File: src/rtl/cdce_pkg.sv
// Shared constants for the CDCE62005 serial interface: word width, recovery
// length and the 3-bit state encoding used by the shift engine.
package cdce_pkg;

  localparam int CDCE_WORD_W   = 32;
  localparam int RECOVER_TICKS = 2;

  localparam logic [2:0] ST_IDLE     = 3'd0;
  localparam logic [2:0] ST_SETUP    = 3'd1;
  localparam logic [2:0] ST_SHIFT_LO = 3'd2;
  localparam logic [2:0] ST_SHIFT_HI = 3'd3;
  localparam logic [2:0] ST_HOLD     = 3'd4;
  localparam logic [2:0] ST_RECOVER  = 3'd5;

endpackage

File: src/rtl/cdce_clk_divider.sv
// Half-period tick generator: counts 0..CLK_DIV-1 and pulses tick on the last
// count; clear holds the counter at zero so every transfer starts phase-aligned.
module cdce_clk_divider #(
  parameter int CLK_DIV = 4
) (
  input  logic clk,
  input  logic reset_n,
  input  logic clear,
  output logic tick
);

  localparam logic [7:0] LAST = 8'(CLK_DIV - 1);

  logic [7:0] count;

  always_ff @(posedge clk or negedge reset_n) begin
    if (!reset_n) begin
      count <= 8'd0;
    end else if (clear || count == LAST) begin
      count <= 8'd0;
    end else begin
      count <= count + 8'd1;
    end
  end

  assign tick = !clear && (count == LAST);

endmodule

File: src/rtl/cdce_serial_interface.sv
// LSB-first 3-wire SPI shift engine for CDCE62005 register words.
// Define CDCE_READBACK_EN to add spi_miso capture with read_data/read_valid.
module cdce_serial_interface
  import cdce_pkg::*;
#(
  parameter int CLK_DIV = 4
) (
  input  logic                   clk,
  input  logic                   reset_n,
  input  logic                   start_transaction,
  input  logic [CDCE_WORD_W-1:0] cdce_command,
  output logic                   serial_ready,
  output logic                   spi_clk,
  output logic                   spi_le,
  output logic                   spi_mosi
`ifdef CDCE_READBACK_EN
  ,
  input  logic                   spi_miso,
  output logic [CDCE_WORD_W-1:0] read_data,
  output logic                   read_valid
`endif
);

  localparam logic [1:0] REC_LAST = 2'(RECOVER_TICKS);

  logic [2:0]             state;
  logic [CDCE_WORD_W-1:0] shift_reg;
  logic [4:0]             bit_cnt;
  logic [1:0]             rec_cnt;
  logic                   tick;

  cdce_clk_divider #(.CLK_DIV(CLK_DIV)) u_divider (
    .clk     (clk),
    .reset_n (reset_n),
    .clear   (state == ST_IDLE),
    .tick    (tick)
  );

  // IDLE only accepts a start once serial_ready is already visible, so the
  // cycle in which RECOVER hands back to IDLE never launches a transfer.
  always_ff @(posedge clk or negedge reset_n) begin
    if (!reset_n) begin
      state        <= ST_IDLE;
      shift_reg    <= '0;
      bit_cnt      <= 5'd0;
      rec_cnt      <= 2'd0;
      serial_ready <= 1'b1;
      spi_clk      <= 1'b0;
      spi_le       <= 1'b1;
      spi_mosi     <= 1'b0;
    end else begin
      case (state)
        ST_IDLE: begin
          if (!serial_ready) begin
            serial_ready <= 1'b1;
          end else if (start_transaction) begin
            shift_reg    <= cdce_command;
            bit_cnt      <= 5'd0;
            serial_ready <= 1'b0;
            spi_le       <= 1'b0;
            spi_clk      <= 1'b0;
            spi_mosi     <= cdce_command[0];
            state        <= ST_SETUP;
          end
        end
        ST_SETUP, ST_SHIFT_LO: begin
          if (tick) begin
            spi_clk <= 1'b1;
            state   <= ST_SHIFT_HI;
          end
        end
        ST_SHIFT_HI: begin
          if (tick) begin
            spi_clk   <= 1'b0;
            shift_reg <= shift_reg >> 1;
            bit_cnt   <= bit_cnt + 5'd1;
            if (bit_cnt == 5'd31) begin
              state <= ST_HOLD;
            end else begin
              spi_mosi <= shift_reg[1];
              state    <= ST_SHIFT_LO;
            end
          end
        end
        ST_HOLD: begin
          if (tick) begin
            spi_le   <= 1'b1;
            spi_mosi <= 1'b0;
            rec_cnt  <= 2'd0;
            state    <= ST_RECOVER;
          end
        end
        ST_RECOVER: begin
          if (tick) begin
            if (rec_cnt == REC_LAST) begin
              state <= ST_IDLE;
            end else begin
              rec_cnt <= rec_cnt + 2'd1;
            end
          end
        end
        default: state <= ST_IDLE;
      endcase
    end
  end

`ifdef CDCE_READBACK_EN
  logic [CDCE_WORD_W-1:0] capture;

  // MISO is taken on each spi_clk falling edge; inserting at the MSB leaves
  // the first received bit in bit 0 after 32 shifts.
  always_ff @(posedge clk or negedge reset_n) begin
    if (!reset_n) begin
      capture    <= '0;
      read_data  <= '0;
      read_valid <= 1'b0;
    end else begin
      read_valid <= 1'b0;
      if (state == ST_SHIFT_HI && tick) begin
        capture <= {spi_miso, capture[CDCE_WORD_W-1:1]};
      end
      if (state == ST_HOLD && tick) begin
        read_data  <= capture;
        read_valid <= 1'b1;
      end
    end
  end
`endif

endmodule

File: config.mk
export PLATFORM = sky130hd
export DESIGN_NAME = cdce_serial_interface
export DESIGN_NICKNAME = d
export VERILOG_FILES = /design/src/rtl/cdce_pkg.sv /design/src/rtl/cdce_clk_divider.sv /design/src/rtl/cdce_serial_interface.sv
export SDC_FILE = /design/constraint.sdc
export NUM_CORES = 1
export LEC_CHECK = 0
export BUFFER_PORTS_ARGS = -buffer_cell sky130_fd_sc_hd__buf_4
export CORE_MARGIN = 3
export CORE_UTILIZATION = 40
export DETAILED_ROUTE_END_ITERATION = 6
export PLACE_DENSITY = 0.61
export SLEW_MARGIN = 20
export SYNTH_ARGS = -nofsm -noshare
export SYNTH_HDL_FRONTEND = slang
export SYNTH_SLANG_ARGS = --single-unit
File: constraint.sdc
create_clock -name clk -period 6.3 [get_ports clk]
set_input_delay 0.945 -clock clk [delete_from_list [all_inputs] [get_ports clk]]
set_output_delay 0.945 -clock clk [all_outputs]
set_load 0.05 [all_outputs]
==> flow_summary.toml, run 1 <==
[cts]
clk-insertion-delay-late_ps = 310
cts_buffers = 5
postCtsSetupBuffers = 0
htree_levels = 2
cts_tree = "yes"
cts_resized = 0
holdBufCountCts = 0
clock-sinks = 53
cts.clk_slew.worst_paths_ps = 90
cts_buffer_depth = 2
root_buffer = "clkbuf_8"

[sta]
finalCritPeriodShare_pct = 38.2
maxSlewHeadroom_pct = 55.5
final-hold-violation-count = 0
fin_skew_ps = 8.35
holdWs_ps = 509
tns_ps = 0
min_period_ps = 2410
final-setup-viol-count = 0
fmax_mhz = 415
maxSlewViolCount = 0
rsz0062_at_grt = "no"
tightest_slew_ps = 667

[detailed_routing]
drcViolationCount = 0
drt_iter0_markers = 121
vias = 2105
routed_wl_um = 5240
avgRoutedWirePerCell_um = 12.4
viasPerCell = 4.98
first_pass_iters = 4
ant_nets = 0

[pwr]
ir_worst_vdd_mv = 0.150
cellLeakagePower_nw = 1.57
cellPowerDensity_nw_per_um2 = 402

[logic_synthesis]
synthMuxAreaShare_pct = 14.1
synth_top_family_by_area = "simple AND/OR/NAND/NOR gates"
synthXorXnorAreaFrac_pct = 1.86
synthSimpleGateAreaFrac_pct = 22.8
ys_types = 48
yosysTopAreaCell = "dfrtp_1"
seq_area_frac_synth_pct = 47.0
avgSynthCellArea_um2 = 9.58
synthDominantCellAreaShare_pct = 45.2
synth_edf_count = 0
syn-cell-area_um2 = 2830
synth-seq-cells = 53
synth-compound-area-share_pct = 8.32
syn_inst = 295
synthArstFlopShare_pct = 100
synth_adder_area_share_pct = 1.77
syn-num-nets = 334
synth_flop_cell = "dfrtp_1"
ys_warn_count = 0
synth_area_leaders = "dfrtp_1 (45%), nand2_1 (13%), mux2_2 (12%)"

[flow_run]
drv_cap = 0

[finish]
layout-drive-gt1-share_pct = 27.2
final_nets = 365
largest_reg_flops = 31
syn2layout_area_growth_pct = 15.1
nFillCells = 708
diodes = 0
layout_common_cells = "nand2_1 (98), dfrtp_1 (51), buf_4 (41)"
layout_commonest_cell = "nand2_1"

[grt]
grt_max_degree = 54
grt_overflow = 0
grt_pass1_vias = 2054
grtUsageTotal_pct = 13.8
antenna_found_initial = 0
grt_pass1_wl_um = 9450

[die]
ios = 39
start_util_pct = 41.4
fp-row-count = 30
fp.dieW_um = 90.1
dieArea_um2 = 8110
die_height_um = 90.1
core-area_um2 = 6830

[worst_setup_path]
end_kind = "flop"
cp_max_fo = 35
criticalPathCategory = "reg -> reg"
crit_arrival_ps = 2600
start_kind = "flop"
required_ps = 6490

[outcome]
outcome = "finished, final reports clean"

[placement]
routabilityCongestion = 0.860
port_buffers = 38
place_hpwl_um = 3510

[hold_path]
worstHoldPathType = "reg -> reg"
through the flow:
| stage | area, um^2 | worst slack, ps | cells | power [W] | utilization (%) |
|---|---|---|---|---|---|
| after floorplan | 2830 | 4160 | 295 | 0.00102 | - |
| after global placement | 3170 | 3840 | 415 | 0.00112 | 46.3 |
| after detailed placement | 3170 | 3830 | 415 | 0.00113 | 46.3 |
| after CTS | 3250 | 3870 | 423 | 0.00132 | 47.6 |
| after global routing | 3250 | 3690 | 423 | 0.00142 | 47.6 |
| final | 3250 | 3890 | 423 | 0.00131 | 47.6 |
worst max-delay path, stage by stage, from the launching register on:
cell and delay, ps:
dfrtp_1 410, ha_1 250, nor4b_4 440, a31oi_1 230, nor3_4 150, buf_4 420
mux2_2 390
cell usage after synthesis (all sizes together) (2+ instances only):
library cell and number:
nand2 98, dfrtp 51, mux2 31, nor2 14, clkbuf 11, nand3 8
inv 7, buf 6, o21ai 6, a21oi 5, and3 5, mux2i 5
xor2 5, ha 4, nor3 3, a211o 2, a22o 2, a31oi 2
and2 2, dfstp 2, nand2b 2, o31ai 2
metal layers:
layer	track usage (%)	part of all wire [%]	vias to the layer above	wire length, um
met2	23.2	48	34	2530
met5	0	0	-	0
met3	3.10	3.8	4	201
li1	-	-	1051	-
met4	3.19	0.76	0	40
met1	18.2	47	1016	2480
power by group:
group / switching (W) / internal, W / leakage [nW]
sequential: 0.000119 / 0.000488 / 0.647
combinational: 0.000247 / 0.000264 / 0.881
clock: 0.000111 / 0.0000769 / 0.0439
worst paths after layout:
| check | startpoint | endpoint | slack, ps | cells after the start |
|---|---|---|---|---|
| setup reg to reg | u_divider.count[0] | shift_reg[30] | 3890 | 6 |
| hold / removal | u_divider.count[0] | u_divider.count[0] | 510 | 1 |
| hold reg to reg | u_divider.count[0] | u_divider.count[0] | 510 | 1 |
| setup / recovery | u_divider.count[0] | shift_reg[30] | 3890 | 6 |
| min in group asynchronous | reset_n | rec_cnt[0] | 660 | 1 |
| max in group asynchronous | reset_n | shift_reg[5] | 5190 | 1 |
area by class of cell:
| class | count | area (um^2) | area share, % |
|---|---|---|---|
| inverters | 7 | 26.3 | 0.808 |
| multi-input cells | 218 | 1380 | 42.5 |
| flip-flops and latches | 53 | 1330 | 40.9 |
| clock buffers | 5 | 68.8 | 2.12 |
| well taps | 96 | 120 | 3.69 |
| repair buffers | 41 | 308 | 9.47 |
| clock inverters | 3 | 17.5 | 0.539 |
kinds of logic (layout without fill, tap and decap cells):
family / after synthesis / count (layout)
DFF: 53 / 53
xor gates and xnor gates: 6 / 6
adders and majority gates: 4 / 4
buffers and inverters: 24 / 56
AOI/OAI and AO/OA: 30 / 30
and+or+nand+nor: 142 / 142
muxes: 36 / 36
Power figures use the tool's default switching activity.
==> run 2: changes to the inputs <==
==> constraint.sdc (replaced) <==
create_clock -name clk -period 2.26 [get_ports clk]
set_input_delay 0.339 -clock clk [delete_from_list [all_inputs] [get_ports clk]]
set_output_delay 0.339 -clock clk [all_outputs]
set_load 0.05 [all_outputs]
==> run 2 against run 1 <==
- clock power grew to 2.9 times the previous value
- routed wire length rose by 1.2%
- final cell count rose by 1.9%
- non-clock buffer count is 8 higher
- critical endpoint unchanged
- largest cell class unchanged
- largest power group unchanged
==> flow_summary.toml, run 2 (synthesis gave the netlist of run 1 again) <==
[placement]
routabilityCongestion = 0.821
port_buffers = 38
place_hpwl_um = 3560
pre_cts_ws_ps = 78.7

[finish]
layout-drive-gt1-share_pct = 29.0
syn2layout_area_growth_pct = 17.8
seq_area_um2 = 1330
largest_reg_flops = 31
multi_input_area_um2 = 1380
layout_common_cells = "nand2_1 (98), dfrtp_1 (51), buf_4 (48)"
nFillCells = 673
diodes = 0
final_nets = 373
layout_commonest_cell = "nand2_1"

[die]
die_height_um = 90.1
fp-row-count = 30
dieArea_um2 = 8110
start_util_pct = 41.4
fp.dieW_um = 90.1
core-area_um2 = 6830
ios = 39

[sta]
tns_ps = 0
setup_slack_ps = 262
fmax_mhz = 500
finalCritPeriodShare_pct = 88.4
final-hold-violation-count = 0
tightest_slew_ps = 679
maxSlewHeadroom_pct = 54.7
final-setup-viol-count = 0
fin_skew_ps = 16.3
maxSlewViolCount = 0
holdWs_ps = 38.7
min_period_ps = 2000
rsz0062_at_grt = "no"

[detailed_routing]
first_pass_iters = 4
drt_iter0_markers = 100
vias = 2113
routed_wl_um = 5310
viasPerCell = 4.90
avgRoutedWirePerCell_um = 12.3
ant_nets = 0
drcViolationCount = 0

[flow_run]
drv_cap = 0

[worst_setup_path]
r2r_setup_slack_ps = 260
cpPeakStageDelay_ps = 710
end_kind = "flop"
required_ps = 2450
criticalPathCategory = "reg -> reg"
r2r.worst_path.cells = 5
path_delay_family = "flip-flops"
r2r-end = "shift_reg[30]"
crit_arrival_ps = 2190
path_cells = "and2_1, a31oi_1, nor3_4, buf_12, mux2_2"
start_kind = "flop"
cp_num_buf_inv = 1
cp_slowest_cell = "dfrtp_1"
timing.rr.start = "state[0]"
cp_max_fo = 35

[grt]
grtUsageTotal_pct = 13.5
antenna_found_initial = 0
grt_overflow = 0
grt_pass1_vias = 2029
grt_max_degree = 54
grt_pass1_wl_um = 9140

[cts]
root_buffer = "clkbuf_8"
cts_buffers = 5
cts_tree = "yes"
clock-sinks = 53
cts_buffer_depth = 2
cts_resized = 0
clk-insertion-delay-late_ps = 310
htree_levels = 2
cts.clk_slew.worst_paths_ps = 100

[pwr]
cellLeakagePower_nw = 1.62
ir_worst_vdd_mv = 0.361
cellPowerDensity_nw_per_um2 = 1130

[hold_path]
worstHoldPathType = "in -> async"

[outcome]
outcome = "finished, final reports clean"
run 2: changes by cell type in the layout (fill, tap and decap cells not counted):
cell        previous run  this run
buf_4                 41        48
clkinvlp_4             1         0
buf_12                 0         1
clkinv_4               0         2
clkinv_2               2         1
run 2: worst max path at each step:
stage,startpoint,to,slack [ps],cells past startpoint
2_1_floorplan,u_divider.count[0],bit_cnt[0],120,6
5_1_grt,state[0],shift_reg[30],130,5
3_5_place_dp,u_divider.count[0],shift_reg[23],80,6
3_3_place_gp,u_divider.count[0],shift_reg[22],140,6
6_report,state[0],shift_reg[30],260,5
4_1_cts,u_divider.count[0],shift_reg[30],50,6
run 2: power breakdown:
part | leakage, nW | switching (W) | internal, W | total, W
combinational | 0.923 | 0.000717 | 0.000819 | 0.00154
clock | 0.0481 | 0.000328 | 0.000221 | 0.000549
sequential | 0.647 | 0.000315 | 0.00136 | 0.00168
run 2: worst reg2reg max path, cell delays in order, from the launching register on:
cell and delay (ps):
dfrtp_1 710, and2_1 230, a31oi_1 140, nor3_4 180, buf_12 240, mux2_2 370
run 2: timing repair:
action                     in CTS  in global routing
buffers inserted                0                  2
hold buffers                    0                  0
setup endpoints to repair       0                 31
run 2: metal layers:
metal	global-route usage, %	routed length [um]
met1	18.8	2640
met2	21.1	2410
met3	2.34	177
met4	4.97	76
met5	0	0
run 2: layout make-up:
cell class              count  share of cell area [%]
multi-input cells         218                    41.5
clock buffers               5                    2.07
well taps                  96                    3.61
clock inverters             3                   0.676
repair buffers             49                    11.4
flip-flops and latches     53                    39.9
inverters                   7                   0.789
run 2: through the flow:
stage / cells / area, um^2 / utilization [%] / total power [W]
6_report: 431 / 3330 / 48.7 / 0.00376
5_1_grt: 431 / 3330 / 48.7 / 0.00407
4_1_cts: 429 / 3310 / 48.5 / 0.00379
3_5_place_dp: 421 / 3220 / 47.2 / 0.00323
3_3_place_gp: 421 / 3220 / 47.2 / 0.00320
2_1_floorplan: 295 / 2830 / - / 0.00285
==> run 3: changes to the inputs <==
--- a/config.mk
+++ b/config.mk
@@ -6,6 +6,7 @@
 export NUM_CORES = 1
 export LEC_CHECK = 0
 export BUFFER_PORTS_ARGS = -buffer_cell sky130_fd_sc_hd__buf_4
+export CORE_ASPECT_RATIO = 1.1
 export CORE_MARGIN = 3
 export CORE_UTILIZATION = 40
 export DETAILED_ROUTE_END_ITERATION = 6
==> run 3 against run 2 <==
- hold slack improved by 13 ps
- clock-buffer cell count stayed put
- largest cell class unchanged
- clock skew shrank 10 ps
- cell area is 0.45% lower
- critical path depth rose by 1
- die area about the same
- sequential power hardly changed
- sequential share of layout area rose by 0.18 points
- maximum frequency up 0.44%
==> flow_summary.toml, run 3 (synthesis gave the netlist of run 1 again) <==
[pwr]
ir_worst_vdd_mv = 0.646
cellPowerDensity_nw_per_um2 = 1160
p_sw_w = 0.00134
p_clk_share_pct = 16.3
p_comb_share_pct = 40.3
p_int_w = 0.00249
swShare_pct = 35.0
cellLeakagePower_nw = 1.61
p_seq_share_pct = 43.4

[sta]
finalCritPeriodShare_pct = 88.0
final-hold-violation-count = 0
tightest_slew_ps = 675
tns_ps = 0
fin_skew_ps = 6.05
min_period_ps = 1990
rsz0062_at_grt = "no"
setup_slack_ps = 271
fmax_mhz = 503
maxSlewHeadroom_pct = 55.0
maxSlewViolCount = 0
final-setup-viol-count = 0

[grt]
antenna_found_initial = 0
use_met2_pct = 23.8
grt_max_degree = 54
grt_util_met1_pct = 18.2
grt_pass1_wl_um = 9320
grt.busiest_layer = "met2"
grt_overflow = 0
met3_usage_pct = 3.16
grtUsageTotal_pct = 14.4
grt_pass1_vias = 2065

[outcome]
outcome = "finished, final reports clean"

[detailed_routing]
drt_iter0_markers = 109
ant_nets = 0
vias = 2102
drcViolationCount = 0
routed_wl_um = 5350
viasPerCell = 5.09
first_pass_iters = 4
avgRoutedWirePerCell_um = 13.0

[finish]
layout-drive-gt1-share_pct = 28.1
final_nets = 370
layout_common_cells = "nand2_1 (98), dfrtp_1 (51), buf_4 (44)"
stdcell_count = 413
syn2layout_area_growth_pct = 17.3
largest_reg_flops = 31
diodes = 0
fin_area_um2 = 3310
layout_commonest_cell = "nand2_1"

[worst_setup_path]
end_kind = "flop"
r2r.worst_path.cells = 6
cp_max_fo = 35
crit_arrival_ps = 2180
criticalPathCategory = "reg -> reg"
start_kind = "flop"
required_ps = 2450

[cts]
clk-insertion-delay-late_ps = 300
cts_buffer_depth = 2
htree_levels = 2
holdBufCountCts = 0
cts_tree = "yes"
cts.clk_slew.worst_paths_ps = 90
cts_buffers = 5
postCtsSetupBuffers = 0
clock-sinks = 53
root_buffer = "clkbuf_8"
cts_resized = 0

[placement]
routabilityCongestion = 0.839
placed_area_um2 = 3210
pre_cts_ws_ps = 280
place_hpwl_um = 3640
dp_cells = 406
port_buffers = 38

[die]
start_util_pct = 42.1
ios = 39
fp-row-count = 31
fp.dieW_um = 86.2
die_height_um = 94.2
core-area_um2 = 6710
dieArea_um2 = 8110

[hold_path]
worstHoldPathType = "in -> async"

[flow_run]
drv_cap = 0
run 3: cell count changes in the layout (fill, tap and decap cells not counted):
cell | previous run | this run
buf_12 | 1 | 2
buf_4 | 48 | 44
bufinv_16 | 0 | 1
clkinv_4 | 2 | 0
run 3: per-stage QoR:
stage | total power [W] | utilization (%) | hold slack (ps)
2_1_floorplan | 0.00285 | - | 43.4
3_3_place_gp | 0.00320 | 47.8 | 429
3_5_place_dp | 0.00325 | 47.8 | 431
4_1_cts | 0.00388 | 49.4 | 96.2
5_1_grt | 0.00413 | 49.4 | 111
6_report | 0.00383 | 49.4 | 52.2
run 3: cell type report:
type / count / area [um^2]
clock inverter: 2 / 35.0
clock buffer: 5 / 68.8
tap: 82 / 103
sequential: 53 / 1330
fill: 649 / 3400
multi-input combinational: 218 / 1380
timing repair buffer: 46 / 370
inverter: 7 / 26.3
run 3: path summary, 6_finish.rpt:
kind | startpoint | to | slack (ps)
min in group clk | cdce_command[31] | shift_reg[31] | 290
max in group asynchronous | reset_n | u_divider.count[7] | 1740
worst max register to register | u_divider.count[0] | shift_reg[14] | 270
worst min-delay path | reset_n | u_divider.count[5] | 50
worst max-delay path | u_divider.count[0] | shift_reg[14] | 270
worst min register to register | shift_reg[4] | shift_reg[4] | 520
run 3: routing by layer:
metal | up-vias | routed length (um)
met4 | 0 | 65
li1 | 1062 | -
met5 | - | 0
met2 | 37 | 2640
met1 | 997 | 2440
met3 | 6 | 213
run 3: power groups by stage:
stage / Clock (W) / Combinational (W) / Sequential, W
after detailed placement: 0 / 0.00157 / 0.00168
after floorplan: 0 / 0.00118 / 0.00166
after global routing: 0.000682 / 0.00172 / 0.00173
after CTS: 0.000652 / 0.00157 / 0.00166
after global placement: 0 / 0.00153 / 0.00166
final: 0.000624 / 0.00154 / 0.00166
run 3: worst max-delay path: stages, from the launching register on:
cell     delay (ps)
dfrtp_1         420
ha_1            250
nor4b_4         240
a31oi_1         170
nor3_4          170
buf_12          230
mux2_2          370
